### src/rtl/xc_rf_wbq.sv
// Write-back queue between a result producer and the register-file write port.
// A circular FIFO of {addr,data} entries with an occupancy-masked hazard lookup for two decode sources.
module xc_rf_wbq #(
    parameter int unsigned DEPTH = 4
) (
    input  logic                     clock,
    input  logic                     resetn,
    input  logic                     in_valid,
    output logic                     in_ready,
    input  logic [4:0]               in_addr,
    input  logic [31:0]              in_data,
    input  logic                     rd_hold,
    output logic                     rd_wen,
    output logic [4:0]               rd_addr,
    output logic [31:0]              rd_wdata,
    input  logic [4:0]               hz_addr1,
    input  logic [4:0]               hz_addr2,
    output logic                     hz_pend1,
    output logic                     hz_pend2,
    output logic [$clog2(DEPTH):0]   count,
    output logic                     empty
);

    localparam int unsigned AW = $clog2(DEPTH);

    logic [4:0]    r_addr [DEPTH];
    logic [31:0]   r_data [DEPTH];
    logic [AW-1:0] r_wptr;
    logic [AW-1:0] r_rptr;
    logic [AW:0]   r_count;

    logic          w_full;
    logic          w_push;
    logic          w_pop;
    logic [AW-1:0] w_off;
    logic [DEPTH-1:0] w_occ;
    logic [DEPTH-1:0] w_match1;
    logic [DEPTH-1:0] w_match2;

    assign w_full   = (r_count == (AW+1)'(DEPTH));
    assign empty    = (r_count == '0);
    assign count    = r_count;
    assign in_ready = !w_full;
    // addr 0 results complete the handshake but never enter the queue
    assign w_push   = in_valid && !w_full && (in_addr != 5'd0);
    assign rd_wen   = !empty && !rd_hold;
    assign w_pop    = rd_wen;
    assign rd_addr  = empty ? '0 : r_addr[r_rptr];
    assign rd_wdata = empty ? '0 : r_data[r_rptr];

    // Storage needs no reset: stale entries are masked by occupancy everywhere.
    always_ff @(posedge clock) begin
        if (w_push) begin
            r_addr[r_wptr] <= in_addr;
            r_data[r_wptr] <= in_data;
        end
    end

    always_ff @(posedge clock or negedge resetn) begin
        if (!resetn) begin
            r_wptr  <= '0;
            r_rptr  <= '0;
            r_count <= '0;
        end else begin
            if (w_push) r_wptr <= r_wptr + 1'b1;
            if (w_pop)  r_rptr <= r_rptr + 1'b1;
            case ({w_push, w_pop})
                2'b10:   r_count <= r_count + 1'b1;
                2'b01:   r_count <= r_count - 1'b1;
                default: r_count <= r_count;
            endcase
        end
    end

    // Entry i is live when its distance from the read pointer is below count.
    always_comb begin
        w_off    = '0;
        w_occ    = '0;
        w_match1 = '0;
        w_match2 = '0;
        for (int unsigned i = 0; i < DEPTH; i++) begin
            w_off       = AW'(i) - r_rptr;
            w_occ[i]    = ({1'b0, w_off} < r_count);
            w_match1[i] = (r_addr[i] == hz_addr1);
            w_match2[i] = (r_addr[i] == hz_addr2);
        end
    end

    assign hz_pend1 = (hz_addr1 != 5'd0) && |(w_occ & w_match1);
    assign hz_pend2 = (hz_addr2 != 5'd0) && |(w_occ & w_match2);

endmodule

### config.mk
export PLATFORM = sky130hd
export DESIGN_NAME = xc_rf_wbq
export DESIGN_NICKNAME = d
export VERILOG_FILES = /design/src/rtl/xc_rf_wbq.sv
export SDC_FILE = /design/constraint.sdc
export NUM_CORES = 1
export LEC_CHECK = 0
export CAP_MARGIN = 20
export CELL_PAD_IN_SITES_DETAIL_PLACEMENT = 2
export CELL_PAD_IN_SITES_GLOBAL_PLACEMENT = 2
export CORE_ASPECT_RATIO = 0.6
export CORE_MARGIN = 4
export CORE_UTILIZATION = 39
export DETAILED_ROUTE_END_ITERATION = 8
export PLACE_DENSITY = 0.79
export SLEW_MARGIN = 20
export SYNTH_ARGS = -nofsm -noshare
export SYNTH_HDL_FRONTEND = slang
export SYNTH_SLANG_ARGS = --single-unit
### constraint.sdc
create_clock -name clock -period 2.7 [get_ports clock]
set_input_delay 0.54 -clock clock [delete_from_list [all_inputs] [get_ports clock]]
set_output_delay 0.54 -clock clock [all_outputs]
set_load 0.01 [all_outputs]
==> results.md <==
- Layout net count: 585
- Worst Setup Start Kind: flip-flop
- TritonCTS Buffers: 17
- Area grow syn2layout: 38.3%
- Leakage power: 0.00340 µW
- Top cell by count, worst path: nor4_1
- Num ports: 96
- Worst Skew: 0.00756 ns
- Crit path buf inv count: 1
- Met1 Use GR: 0.305
- FFs w/ async S/R, synth: 0.0452
- Routed WL per cell: 31.2 µm
- Ys flop type: edfxtp_1
- FP Rows: 37
- Setup violators final: 12
- Starting density of the core: 0.398
- Clock root cell: clkbuf_16
- Count of cell types in the netlist: 32
- Clock Pin Slew Worst Setup and Hold Paths: 0.07 ns
- Crit-path slowest cell: dfrtp_2
- RD Place Congestion: 0.842
- Flop2flop setup slack: 0.09 ns
- Syn Inst Count: 369
- Final hold viol count: 0
- Slew margin rel.: 0.727
- Mapped Area: 6820 µm²
- Detail Route Antenna Nets: 0
- Proportion of layout cells with a drive suffix above 1: 0.412
- Gr ovfl total: 0
- Crit end category: output pin
- CP startpoint: r_rptr[0]
- Sink Count: 155
- First-pass GRT wire length: 31.8 mm
- CP endpoint: hz_pend1
- CP delay by family, top: simple AND/OR/NAND/NOR gates
- Detailed Route WL: 24.0 mm
- RSZ-0062 raised after global routing: yes
- Post-route DRC violation count: 0
- Port bufs: 95
- Multi-input gate area: 2230 µm²
- Slew Viols, Final: 0
- Worst path cell trace: xnor2_4 > ha_1 > nand2b_1 > o22ai_2 > nor4_1 > nor4_1 > a21oi_1 > buf_2
- Detailed Place HPWL: 13.2 mm
- Fillcell total: 1475
- Core Footprint: 17100 µm²
- Worst r2r dst: count[2]
- FF-to-FF Start: count[0]
- Syn Nets: 430
- H-tree Lvls: 4
- WP data required: 2.16 ns
- Power Density: 1230 nW/µm²
- Top Usage Layer GRT: met2
- Initial antenna violation count: 1
- Die Area: 19700 µm²
- Worst setup margin: -0.258 ns
- Worst hold-check path type: input pin to asynchronous set/reset pin
- WP data arrival: 2.42 ns
- M3 GR Usage: 0.0583
- Sequential share of the synthesized area: 0.678
- Failing checks: setup timing
- Critical path depth in cells: 8
- Crit path max fanout: 2
- Max incr delay on CP: 0.47 ns
- Hold_buf cts: 0
- CTS Buffer Depth: 2
- Power, Total: 11600 µW
- Worst Tran Pin Value: 0.409 ns
- Yosys reg bits: 155
- Mean area per synthesized cell: 18.5 µm²
- CP Class: flip-flop to output pin
- Post-synth EDFFs: 148
- Die X: 179 µm
- Vias per cell: 5.32
- Post-Route Setup TNS: -1.00 ns
- Pin count of the biggest net entering global routing: 39
- Fin crit share: 1.10
- Final worst path period need: 2.96 ns
- Status: finished, violations left
- First-iteration detailed-routing DRC count: 324
- Die Span Y: 110 µm
- Via count: 4098
- Max-cap violations: 0
- Clock Latency Late Sink: 0.43 ns
- Achievable Freq: 0.338 GHz
- GRT Util Overall: 0.232
- # diodes: 0
- R2r worst-path depth: 10
- Ys Warns: 0
- Met2 usage: 0.382
- TritonRoute pass-1 iters: 5
- Maximum VDD drop: 0.556 mV
- Sequential cell area: 4620 µm²
- Vias in the first global route: 4449
- CTS tree: done
-- metal layers --
layer | up-vias | part of all wire
li1 | 1719 | -
met1 | 2182 | 0.42
met2 | 169 | 0.51
met3 | 28 | 0.060
met4 | 0 | 0.019
met5 | - | 0
-- cell families (layout without fill, tap and decap cells) --
family,count (synthesis),in the layout,share of synthesized area
XOR/XNOR,47,47,0.0604
flip-flops,155,155,0.678
multiplexers,38,38,0.135
adder cells (fa/ha/maj),10,10,0.0195
AND/OR/NAND/NOR,75,75,0.0668
buffers and inverters,34,202,0.0294
AO/OA/AOI/OAI,10,10,0.0112
-- worst min-delay path by stage --
stage,start,endpoint,slack [ns],cells past startpoint
6_report,resetn,count[1],0.39,1
4_1_cts,resetn,count[1],0.37,1
5_1_grt,resetn,count[1],0.40,1
3_3_place_gp,r_wptr[1],r_wptr[1],0.55,1
2_1_floorplan,resetn,count[0],0.24,0
3_5_place_dp,r_wptr[1],r_wptr[1],0.59,1
-- cell type report --
| class | instances | area share |
|---|---|---|
| Clock buffer | 17 | 0.0451 |
| Clock inverter | 15 | 0.0211 |
| Inverter | 10 | 0.00425 |
| Multi-Input combinational cell | 180 | 0.237 |
| Sequential cell | 155 | 0.491 |
| Tap cell | 234 | 0.0311 |
| Timing Repair Buffer | 160 | 0.171 |
-- per-stage QoR --
stage | instance area [µm²] | hold WS, ns | util | cells | worst slack, ns
floorplan | 6820 | 0.244 | - | 369 | 0.257
global placement | 8250 | 0.554 | 0.482 | 708 | -0.572
detailed placement | 8250 | 0.589 | 0.482 | 708 | -0.604
CTS | 9160 | 0.374 | 0.535 | 755 | -0.244
global route | 9430 | 0.400 | 0.550 | 771 | -0.338
finish | 9430 | 0.393 | 0.550 | 771 | -0.258
-- cells in the mapped netlist, types with 3 or more instances --
cell type  count  share of area
xor2_1        19          0.024
clkbuf_1       3         0.0017
edfxtp_1     148           0.65
and2_1         4         0.0037
inv_1         10         0.0055
mux4_1        20          0.077
nand3_1        9         0.0066
buf_6          3         0.0050
mux4_2        17          0.056
dfrtp_1        7          0.026
nor2_1         5         0.0028
nand2_1        3         0.0017
nor3_1         3         0.0022
a21oi_1        3         0.0022
ha_1           9          0.017
nor2b_1       35          0.032
xnor2_1       28          0.036
nor4_1        10         0.0092
buf_2         14          0.010
-- cells in the final DEF, fill, tap and decap left out, types with 3 or more instances in the layout --
cell	n
edfxtp_1	148
clkdlybuf4s50_1	52
mux4_2	37
buf_4	36
xnor2_1	25
nor2b_1	23
clkbuf_2	23
xor2_1	18
clkbuf_16	18
buf_6	18
buf_12	14
nor2b_4	13
nand3_1	9
inv_1	7
nor4_4	7
ha_1	7
buf_2	6
clkinv_8	5
nor2_1	4
and2_2	4
inv_8	4
dfrtp_2	4
dlymetal6s2s_1	4
nor3_1	3
nand2_1	3
inv_6	3
buf_16	3
dfrtp_1	3
-- timing repair --
action | 4_1_cts | 5_1_grt
pin swaps | 8 | 9
cloned | 4 | 1
setup endpoints to repair | 41 | 38
resized for setup | 122 | 121
endpoints found under the hold margin | 0 | 0
buffers inserted | 11 | 18
-- state kept, by name (all words and copies together) (netlist names) --
| name | cells |
|---|---|
| r_data | 128 |
| r_addr | 20 |
| count | 3 |
| r_wptr | 2 |
| r_rptr | 2 |
-- report_power, final --
group	total, µW	switching, µW	internal, µW
Combinational	5540	2740	2790
Sequential	3480	294	3180
Clock	2550	1210	1350
Total	11600	4240	7320
Power figures use the tool's default switching activity.
